## src/rtl/lsu_pkg.sv

```systemverilog
// Shared types and helpers for the load/store sequencer: funct3 codes,
// FSM state encoding and access-size decode.
package lsu_pkg;

  localparam logic [2:0] LB  = 3'b000;
  localparam logic [2:0] LH  = 3'b001;
  localparam logic [2:0] LW  = 3'b010;
  localparam logic [2:0] LBU = 3'b100;
  localparam logic [2:0] LHU = 3'b101;
  localparam logic [2:0] SB  = 3'b000;
  localparam logic [2:0] SH  = 3'b001;
  localparam logic [2:0] SW  = 3'b010;

  typedef enum logic [2:0] {
    IDLE  = 3'd0,
    REQ0  = 3'd1,
    WAIT0 = 3'd2,
    REQ1  = 3'd3,
    WAIT1 = 3'd4,
    DONE  = 3'd5
  } lsu_state_e;

  // Access size in bytes; funct3[2] only selects zero-extension for loads.
  function automatic logic [2:0] size_bytes(input logic [2:0] funct3);
    case (funct3[1:0])
      2'b00:   size_bytes = 3'd1;
      2'b01:   size_bytes = 3'd2;
      default: size_bytes = 3'd4;
    endcase
  endfunction

  function automatic logic funct3_legal(input logic we, input logic [2:0] funct3);
    if (we) begin
      funct3_legal = (funct3 == SB) || (funct3 == SH) || (funct3 == SW);
    end else begin
      funct3_legal = (funct3 == LB) || (funct3 == LH) || (funct3 == LW) ||
                     (funct3 == LBU) || (funct3 == LHU);
    end
  endfunction

endpackage

```

## src/rtl/lsu_align.sv

```systemverilog
// Combinational lane logic: byte enables for both beats, store-data lane
// shift, and load-data extraction with sign/zero extension.
module lsu_align
  import lsu_pkg::*;
(
  input  logic [2:0]  funct3,
  input  logic [1:0]  off,
  input  logic [31:0] wdata,
  input  logic [63:0] rbuf,
  output logic [3:0]  be0,
  output logic [3:0]  be1,
  output logic        split,
  output logic [31:0] wdata0,
  output logic [31:0] wdata1,
  output logic [31:0] rdata
);

  logic [2:0]  nbytes;
  logic [7:0]  base_mask;
  logic [7:0]  mask8;
  logic [63:0] wide;
  logic [31:0] shifted;

  assign nbytes = size_bytes(funct3);

  always_comb begin
    case (nbytes)
      3'd1:    base_mask = 8'h01;
      3'd2:    base_mask = 8'h03;
      default: base_mask = 8'h0F;
    endcase
  end

  // Lanes 7:4 of the mask belong to the next word, so any bit there means two beats.
  assign mask8  = base_mask << off;
  assign be0    = mask8[3:0];
  assign be1    = mask8[7:4];
  assign split  = |mask8[7:4];

  assign wide   = {32'd0, wdata} << {off, 3'b000};
  assign wdata0 = wide[31:0];
  assign wdata1 = wide[63:32];

  assign shifted = 32'(rbuf >> {off, 3'b000});

  always_comb begin
    case (funct3)
      LB:      rdata = {{24{shifted[7]}}, shifted[7:0]};
      LH:      rdata = {{16{shifted[15]}}, shifted[15:0]};
      LBU:     rdata = {24'd0, shifted[7:0]};
      LHU:     rdata = {16'd0, shifted[15:0]};
      default: rdata = shifted;
    endcase
  end

endmodule

```

## src/rtl/lsu_ctrl.sv

```systemverilog
// Load/store sequencer: captures one MEM-stage access, issues one or two
// word-aligned memory beats, assembles load data and reports completion.
module lsu_ctrl
  import lsu_pkg::*;
#(
  parameter int TIMEOUT = 255,
  parameter int CNT_W   = 8
) (
  input  logic        i_clk,
  input  logic        i_reset,
  input  logic        i_mem_vld,
  input  logic        i_mem_we,
  input  logic [2:0]  i_funct3,
  input  logic [31:0] i_addr,
  input  logic [31:0] i_wdata,
  output logic        o_stall,
  output logic        o_done,
  output logic [31:0] o_rdata,
  output logic        o_fault,
  output logic        o_dmem_req,
  output logic        o_dmem_we,
  output logic [31:0] o_dmem_addr,
  output logic [3:0]  o_dmem_be,
  output logic [31:0] o_dmem_wdata,
  input  logic        i_dmem_gnt,
  input  logic        i_dmem_rvld,
  input  logic [31:0] i_dmem_rdata
);

  lsu_state_e       state_reg;
  logic [CNT_W-1:0] cnt_reg;
  logic [31:0]      addr_reg;
  logic [31:0]      wdata_reg;
  logic [2:0]       funct3_reg;
  logic             we_reg;
  logic [31:0]      rbuf_lo_reg;
  logic [31:0]      rbuf_hi_reg;

  logic [63:0] rbuf_cur;
  logic [3:0]  be0;
  logic [3:0]  be1;
  logic        split;
  logic [31:0] wdata0;
  logic [31:0] wdata1;
  logic [31:0] load_data;
  logic [31:0] word_addr;
  logic        timeout_hit;

  // Merge the word arriving this cycle so the result can be registered on the same edge.
  assign rbuf_cur = (state_reg == WAIT1) ? {i_dmem_rdata, rbuf_lo_reg}
                                         : {rbuf_hi_reg, i_dmem_rdata};

  lsu_align u_align (
    .funct3 (funct3_reg),
    .off    (addr_reg[1:0]),
    .wdata  (wdata_reg),
    .rbuf   (rbuf_cur),
    .be0    (be0),
    .be1    (be1),
    .split  (split),
    .wdata0 (wdata0),
    .wdata1 (wdata1),
    .rdata  (load_data)
  );

  assign word_addr   = {addr_reg[31:2], 2'b00};
  assign timeout_hit = (cnt_reg == CNT_W'(TIMEOUT - 1));

  always_ff @(posedge i_clk or negedge i_reset) begin
    if (!i_reset) begin
      state_reg   <= IDLE;
      cnt_reg     <= '0;
      addr_reg    <= '0;
      wdata_reg   <= '0;
      funct3_reg  <= '0;
      we_reg      <= 1'b0;
      rbuf_lo_reg <= '0;
      rbuf_hi_reg <= '0;
      o_done      <= 1'b0;
      o_fault     <= 1'b0;
      o_rdata     <= '0;
    end else begin
      o_done  <= 1'b0;
      o_fault <= 1'b0;
      cnt_reg <= cnt_reg + CNT_W'(1);
      case (state_reg)
        IDLE: begin
          cnt_reg <= '0;
          if (i_mem_vld) begin
            addr_reg   <= i_addr;
            wdata_reg  <= i_wdata;
            funct3_reg <= i_funct3;
            we_reg     <= i_mem_we;
            if (!funct3_legal(i_mem_we, i_funct3)) begin
              state_reg <= DONE;
              o_done    <= 1'b1;
              o_fault   <= 1'b1;
            end else begin
              state_reg <= REQ0;
            end
          end
        end
        REQ0: begin
          if (i_dmem_gnt) begin
            cnt_reg <= '0;
            if (!we_reg) begin
              state_reg <= WAIT0;
            end else if (split) begin
              state_reg <= REQ1;
            end else begin
              state_reg <= DONE;
              o_done    <= 1'b1;
            end
          end else if (timeout_hit) begin
            cnt_reg   <= '0;
            state_reg <= DONE;
            o_done    <= 1'b1;
            o_fault   <= 1'b1;
          end
        end
        WAIT0: begin
          if (i_dmem_rvld) begin
            cnt_reg     <= '0;
            rbuf_lo_reg <= i_dmem_rdata;
            if (split) begin
              state_reg <= REQ1;
            end else begin
              state_reg <= DONE;
              o_done    <= 1'b1;
              o_rdata   <= load_data;
            end
          end else if (timeout_hit) begin
            cnt_reg   <= '0;
            state_reg <= DONE;
            o_done    <= 1'b1;
            o_fault   <= 1'b1;
          end
        end
        REQ1: begin
          if (i_dmem_gnt) begin
            cnt_reg <= '0;
            if (!we_reg) begin
              state_reg <= WAIT1;
            end else begin
              state_reg <= DONE;
              o_done    <= 1'b1;
            end
          end else if (timeout_hit) begin
            cnt_reg   <= '0;
            state_reg <= DONE;
            o_done    <= 1'b1;
            o_fault   <= 1'b1;
          end
        end
        WAIT1: begin
          if (i_dmem_rvld) begin
            cnt_reg     <= '0;
            rbuf_hi_reg <= i_dmem_rdata;
            state_reg   <= DONE;
            o_done      <= 1'b1;
            o_rdata     <= load_data;
          end else if (timeout_hit) begin
            cnt_reg   <= '0;
            state_reg <= DONE;
            o_done    <= 1'b1;
            o_fault   <= 1'b1;
          end
        end
        DONE: begin
          cnt_reg   <= '0;
          state_reg <= IDLE;
        end
        default: begin
          cnt_reg   <= '0;
          state_reg <= IDLE;
        end
      endcase
    end
  end

  // Beat outputs decode straight from state so they hold steady until granted.
  always_comb begin
    o_dmem_req   = 1'b0;
    o_dmem_we    = 1'b0;
    o_dmem_addr  = '0;
    o_dmem_be    = '0;
    o_dmem_wdata = '0;
    if (state_reg == REQ0) begin
      o_dmem_req   = 1'b1;
      o_dmem_we    = we_reg;
      o_dmem_addr  = word_addr;
      o_dmem_be    = be0;
      o_dmem_wdata = we_reg ? wdata0 : 32'd0;
    end else if (state_reg == REQ1) begin
      o_dmem_req   = 1'b1;
      o_dmem_we    = we_reg;
      o_dmem_addr  = word_addr + 32'd4;
      o_dmem_be    = be1;
      o_dmem_wdata = we_reg ? wdata1 : 32'd0;
    end
  end

  assign o_stall = ((state_reg == IDLE) && i_mem_vld) ||
                   (state_reg == REQ0) || (state_reg == WAIT0) ||
                   (state_reg == REQ1) || (state_reg == WAIT1);

endmodule

```

## config.mk

```make
export PLATFORM = sky130hd
export DESIGN_NAME = lsu_ctrl
export DESIGN_NICKNAME = d
export VERILOG_FILES = /design/src/rtl/lsu_pkg.sv /design/src/rtl/lsu_align.sv /design/src/rtl/lsu_ctrl.sv
export SDC_FILE = /design/constraint.sdc
export NUM_CORES = 1
export LEC_CHECK = 0
export ABC_AREA = 0
export BUFFER_PORTS_ARGS = -buffer_cell sky130_fd_sc_hd__buf_4
export CAP_MARGIN = 20
export CELL_PAD_IN_SITES_DETAIL_PLACEMENT = 0
export CELL_PAD_IN_SITES_GLOBAL_PLACEMENT = 2
export CORE_MARGIN = 5
export CORE_UTILIZATION = 36
export CTS_BUF_LIST = sky130_fd_sc_hd__clkbuf_8
export DETAILED_ROUTE_END_ITERATION = 8
export PLACE_DENSITY = 0.81
export SLEW_MARGIN = 20
export SYNTH_ARGS = -nofsm -noshare
export SYNTH_HDL_FRONTEND = slang
export SYNTH_SLANG_ARGS = --single-unit
```

## constraint.sdc

```tcl
create_clock -name i_clk -period 2.8 [get_ports i_clk]
set_input_delay 0 -clock i_clk [delete_from_list [all_inputs] [get_ports i_clk]]
set_output_delay 0 -clock i_clk [all_outputs]
set_load 0.005 [all_outputs]
```

Yosys cells after proc, flatten, opt, wreduce, memory -nomap -nowiden:

Cells that the tools add are included.

* add/subtract/negate cells: 2
* $mul: 0
* div/mod/pow operators: 0
* magnitude comparators: 0
* eq/ne operators: 19
* shift operators: 3
* mux-type cells: 52
* bitwise gates (word level): 0
* reduce and logical (&&, ||, !) cells: 21

Operators by type and width (number)
* 32-bit 2-to-1 mux: 9
* 32-bit case mux with 4 select lines: 1
* 64-bit 2-to-1 mux: 1
* 32-bit case mux with 2 select lines: 1
* 32-bit by 5-bit left shift with 64-bit output: 1
* 64-bit by 5-bit >> shifter with 32-bit output: 1
* 32-bit by 3-bit adder with 32-bit output (second input constant): 1
* 3-bit 2-to-1 mux: 9
* 8-bit 2-to-1 mux: 3
* 1-bit 2-to-1 mux: 20
* 8-bit case mux with 2 select lines: 1
* 3-bit == test (second input constant): 5
* 3-bit case mux with 5 select lines: 1
* 3-bit by 1-bit == test with 1-bit output (second input constant): 4
* 3-bit by 2-bit == test with 1-bit output (second input constant): 4
* 3-bit logical NOT: 3
* 8-bit by 1-bit adder with 8-bit output (second input constant): 1
* 8-bit == test (second input constant): 1
* 1-bit logical OR: 8
* 4-bit 2-to-1 mux: 2
* 2-bit != test (second input constant): 4
* 4-bit case mux with 2 select lines: 1
* 4-bit by 2-bit left shift with 8-bit output: 1
* 3-bit case mux with 2 select lines: 1
* 10 further kinds: 13

* register bits after elaboration: 177
* bits in latches: 0
* bits in writable memories: 0
* ROM bits: 0
* input bits: 105
* logic and storage cells: 108
* memories: 0

Depth between registers and ports, before layout:

* depth after elaboration: 11
* gate-level depth with buffers: 9
* gate-level depth less buffers: 7

By module:

A second synthesis with hierarchy kept.

* cells, all modules: 976
* area total of the unflattened synthesis: 11049.3 um^2

Modules (own cells, without submodules)
* lsu_ctrl: instances 1, cells each 733, area each 8977.4 um^2, sequential area each 4429.2 um^2
* lsu_align: instances 1, cells each 243, area each 2072.0 um^2, sequential area each 0.0 um^2

Worst setup path after synthesis:

No wires, ideal clock.

* path kind: register to register
* start point: reg state_reg[0]
* end point: reg o_rdata[20]
* library setup time: 0.121 ns
* arrival: 2.143 ns
* required time: 2.679 ns
* setup slack: 0.536 ns
* cell stages (with the launch flop): 7
* buffers on the path: 1
* clock period less this slack: 2.264 ns
* path through: dfrtp_1 > nor3b_4 > mux4_2 > a22oi_4 > o211ai_4 > buf_2 > o22a_1

* word-level cells in the longest chain between the ends: 7

Ends and longest elaborated chain
* start, declared: line lsu_ctrl.sv:30 `lsu_state_e state_reg;`
* start signal, assigned: line lsu_ctrl.sv:71 `state_reg <= IDLE;`
* start signal, assigned: line lsu_ctrl.sv:95 `state_reg <= DONE;`
* start signal, assigned: line lsu_ctrl.sv:99 `state_reg <= REQ0;`
* 3-bit == test: line lsu_ctrl.sv:50, lsu_ctrl.sv:86
* 64-bit 2-to-1 mux: line lsu_ctrl.sv:50 `assign rbuf_cur = (state_reg == WAIT1) ? {i_dmem_rdata, rbuf_lo_reg}`
* 64-bit by 5-bit >> shifter with 32-bit output: line lsu_align.sv:44 `assign shifted = 32'(rbuf >> {off, 3'b000});`
* 32-bit case mux with 4 select lines: line lsu_align.sv:47 `case (funct3)`
* 32-bit 2-to-1 mux: line lsu_ctrl.sv:125 `if (split) begin`
* 32-bit 2-to-1 mux: line lsu_ctrl.sv:122 `if (i_dmem_rvld) begin`
* 32-bit case mux with 2 select lines: line lsu_ctrl.sv:86 `case (state_reg)`
* end signal, assigned: line lsu_ctrl.sv:130 `o_rdata <= load_data;`
* end signal, assigned: line lsu_ctrl.sv:161 `o_rdata <= load_data;`
* end, declared: line lsu_ctrl.sv:18 `output logic [31:0] o_rdata,`

Parallel ways exist; a longest one is shown, timed or not. The select of a mux whose other input is x is not followed.
A chain may end at the register's enable or synchronous reset.

Worst setup path in the final report:

* start point: reg addr_reg[11]
* end point: out o_dmem_addr[30]

* word-level cells in the longest chain between the ends: 3

Ends and longest elaborated chain
* start, declared: line lsu_ctrl.sv:32 `logic [31:0] addr_reg;`
* start signal, assigned: line lsu_ctrl.sv:90 `addr_reg <= i_addr;`
* 32-bit by 3-bit adder with 32-bit output: line lsu_ctrl.sv:197 `o_dmem_addr = word_addr + 32'd4;`
* 32-bit 2-to-1 mux: line lsu_ctrl.sv:194 `end else if (state_reg == REQ1) begin`
* 32-bit 2-to-1 mux: line lsu_ctrl.sv:188 `if (state_reg == REQ0) begin`
* end, declared: line lsu_ctrl.sv:22 `output logic [31:0] o_dmem_addr,`

Every way passes these cells.

==> results.env <==
OUTCOME='complete, no violations'
DRTPASS1ITERATIONS=5
MAXSLEWHEADROOM=0.424
WORST_PIN_SLEW_NS=0.861
WORSTPATHBUFFERINVERTERCOUNT=1
SETUP_REPAIR_AFTER_GLOBAL_ROUTING_MISSED_ITS_MARGIN='true'
DIE-HEIGHT_UM=174
TRITONCTS='built'
WL_PER_CELL_UM=18.9
LAYOUT.NETS=1279
SYNTHCELLS=864
SETUP_VIOL_COUNT_FINAL=0
TIMING.CRITICAL_PATH.CELLS='nand4_2 -> or3_4 -> or4_4 -> or3_1 -> a21oi_2 -> buf_4'
SYNTHTOLAYOUTAREAGROWTH_PCT=35.9
LAYOUT-DRIVE-GT1-SHARE=0.379
POST-ROUTE-CELL-AREA_UM2=13100
MOSTFREQUENTLAYOUTCELLS='sky130_fd_sc_hd__buf_4, sky130_fd_sc_hd__dfrtp_1, sky130_fd_sc_hd__mux2_2'
CLOCK_INSERTION_DELAY_WORST_SKEW_NS=0.47
POST-ROUTE-DRC-COUNT=0
DOMINANTREGCELLSYNTH='sky130_fd_sc_hd__dfrtp_1'
POWER.STATIC_LEAKAGE_nW=5.68
SYNTH_AREA_UM2=9670
POSTSYNTHREGISTERBITS=169
TIMING_WORST_SETUP_PATH_TYPE='register to output pin'
FILLERINSTANCES=2520
DPL-INSTANCE-AREA_UM2=11600
CHIPWIDTH_UM=174
WORST-ENDPOINT-REQUIRED_NS=2.80
POWER_SWITCHING_SHARE=0.394
WORST_SETUP_HOLD_PATH_CLK_SLEW_NS=0.09
SLOWEST_STAGE='sky130_fd_sc_hd__or4_4'
CTS-HTREE-LEVELS=4
NUMBER_OF_GLOBAL_ROUTE_VIAS_BEFORE_REPAIR=8353
TIMING.FINAL.MAX_SLEW_VIOLATIONS=0
FINISH.UTILIZATION=0.492
LAYOUT.CELLS.MOST_COMMON='sky130_fd_sc_hd__buf_4'
CRITICAL_PATH_ARRIVAL_NS=2.69
CLOCK_TREE.ROOT_CELL='sky130_fd_sc_hd__clkbuf_8'
DIE_OUTLINE_AREA_UM2=30200
DRT-TOTAL-WL_UM=28900
INITIAL_CORE_UTIL=0.362
POWER_SWITCHING_mW=5.41
TIMING.CRITICAL_PATH.FROM_TYPE='register'
CP-END-KIND='output pin'
PLACEABLECOREAREA_UM2=26700
FIN_CRIT_SHARE=0.960
DRTITER0DRC=410
VIA_PER_INST=5.24
NUMBER_OF_ANTENNA_VIOLATIONS_AT_THE_FIRST_CHECK_IN_GLOBAL_ROUTING=1
GP_WEIGHTED_CONGESTION=0.775
TIMING.CRITICAL_PATH.SLOWEST_CELL_DELAY_NS=0.55
NUMBER_OF_SINKS_DRIVEN_BY_THE_CLOCK_TREE=169
REPORT.FINAL.HOLD_VIOL_COUNT=0
ANTENNA_VIOLATING_NETS_POST_ROUTE=0
CTS_INSERTED_BUFFERS=17
GLOBAL_ROUTE.USAGE.MET1=0.267
FIRST_PASS_GRT_WIRE_LENGTH_UM=46900
YS_WARN_COUNT=0
SHARE_SEQ_OF_TOTAL_POWER=0.342
GRTUSAGETOTAL=0.191
DETAILED_PLACE_HPWL_UM=20300
CAP_VIOL_MAX_COUNT=0
WORST_MIN_DELAY_PATH_CATEGORY='input port to async pin'
FMAXACHIEVABLE_MHz=372
GRT_MAX_DEGREE=69
GRT.BUSIEST_LAYER='met2'
SYNTH_ASYNC_SR_FLOP_SHARE=1.00
SYNTH_ENABLE_FLOP_CELLS=0
GRT_OVERFLOW=0
DETAILROUTE.VIA_COUNT=7992
FINAL_PERIOD_MINUS_WORST_SETUP_SLACK_NS=2.69
CELLINTERNALPOWER_mW=8.31
SYNTH_SEQ_AREA_SHARE=0.437
IOS=210
CPLARGESTDELAYFAMILY='simple AND/OR/NAND/NOR gates'
SYNTH.AVG_CELL_AREA_UM2=11.2
YS_TYPES=55
CRITPATHMAXFANOUT=5
POWER.SHARE.CLOCK=0.129
NUMPORTBUFFERS=207
STD_CELL_ROWS=60
CLOCK_PATH_BUFFERS=2
MULTI_INPUT_COMB_AREA_UM2=5120
AREA.SEQUENTIAL_UM2=4240
MET3_USAGE=0.0405
CLOCK_SKEW_NS=0.0224
POWER_PER_CELL_AREA_nW_PER_UM2=1040
IR_DROP_V=0.000441
P_COMB_FRAC=0.528
GRT_MET2_USE=0.300
==> worst reg2reg max path, delay by kind of cell (launching register included) <==
family / cells / cell delay [ns]
buffers and inverters: 1 / 0.19
flip-flops: 1 / 0.50
AND/OR/NAND/NOR: 1 / 0.35
AO/OA/AOI/OAI: 3 / 0.73
multiplexers: 1 / 0.55
==> final timing paths <==
kind	startpoint	to	slack (ns)	cells after the start
max in group asynchronous	i_reset	addr_reg[4]$_DFFE_PN0P_	1.80	3
worst min-delay path	i_reset	rbuf_lo_reg[21]$_DFFE_PN0P_	0.11	2
min in group i_clk	i_addr[24]	addr_reg[24]$_DFFE_PN0P_	0.27	4
worst max-delay path	addr_reg[11]$_DFFE_PN0P_	o_dmem_addr[30]	0.11	6
worst max register to register	state_reg[2]$_DFFE_PN0P_	o_rdata[22]$_DFFE_PN0P_	0.36	6
worst min register to register	rbuf_hi_reg[18]$_DFFE_PN0P_	rbuf_hi_reg[18]$_DFFE_PN0P_	0.51	1
==> per-layer routing <==
| metal | vias to the layer above | part of all wire |
|---|---|---|
| met2 | 209 | 0.47 |
| li1 | 3795 | - |
| met1 | 3949 | 0.46 |
| met3 | 37 | 0.047 |
| met4 | 2 | 0.019 |
| met5 | - | 0.00038 |
==> layout make-up <==
class | instances | area share
multi-input cells | 623 | 0.390
flip-flops and latches | 169 | 0.322
repair buffers | 351 | 0.223
clock inverters | 13 | 0.00981
inverters | 9 | 0.00286
clock buffers | 19 | 0.0199
well taps | 341 | 0.0325
diodes | 1 | 0.000190
==> synth_stat cells (all sizes together) (2+ instances only) <==
library cell  number  share of area
nor3b              3         0.0035
o211ai             3         0.0038
and3               8         0.0052
a21o              10         0.0078
o22a              16          0.014
a22oi              2         0.0030
or4                2         0.0019
mux2             121           0.14
a221oi             7         0.0063
and4               4         0.0036
or3                2         0.0018
a21oi             23          0.012
mux4              34          0.079
nand2b             3         0.0019
buf               34          0.021
dfrtp            169           0.44
o22ai              9         0.0058
clkbuf            30          0.012
nor4              12         0.0078
clkinv             4         0.0016
ha                 3         0.0039
nor4b              2         0.0018
xnor2             19          0.017
nor3              13         0.0067
inv                5         0.0019
xor2              16          0.014
mux2i             50          0.052
a211oi             9         0.0070
a31oi             15         0.0097
o2bb2ai            8         0.0072
and2              13         0.0084
nand2             79          0.031
a22o               8         0.0072
nand4             10         0.0078
nand3             23          0.012
o21ai             17         0.0088
nor2              71          0.028
==> through the flow <==
| stage | std cells | TNS, ns | hold slack [ns] | power, mW | setup WS (ns) |
|---|---|---|---|---|---|
| floorplan | 865 | 0 | -0.296 | 9.30 | 0.536 |
| global placement | 1376 | 0 | 0.0653 | 11.7 | 0.293 |
| detailed placement | 1376 | 0 | 0.0739 | 11.8 | 0.188 |
| CTS | 1514 | 0 | 0.120 | 13.7 | 0.0111 |
| global route | 1525 | -0.0131 | 0.166 | 14.7 | -0.0131 |
| finish | 1526 | 0 | 0.112 | 13.7 | 0.112 |
==> power by group through the flow <==
stage	clock network, mW	registers (mW)	logic, mW
2_1_floorplan	0	4.38	4.92
3_3_place_gp	0	4.71	6.98
3_5_place_dp	0	4.74	7.04
4_1_cts	1.84	4.68	7.23
5_1_grt	1.93	4.88	7.94
6_report	1.77	4.70	7.25
==> logic make-up after synthesis <==
family | after synthesis | share of synthesized area
other | 1 | 0.000388
muxes | 205 | 0.272
and+or+nand+nor | 246 | 0.121
AOI/OAI and AO/OA | 132 | 0.0976
buffers and inverters | 73 | 0.0361
xor gates and xnor gates | 35 | 0.0317
DFF | 169 | 0.437
adders and majority gates | 3 | 0.00388
==> what timing repair did <==
action / CTS / global route
gates resized for setup: 1 / 7
endpoints found under the hold margin: 193 / 0
setup endpoints to repair: 1 / 46
buffers inserted: 2 / 11
hold buffers: 104 / 0
pin swaps: 0 / 1
gates cloned: 0 / 0
Note: power is estimated with default switching activity, not from simulation.
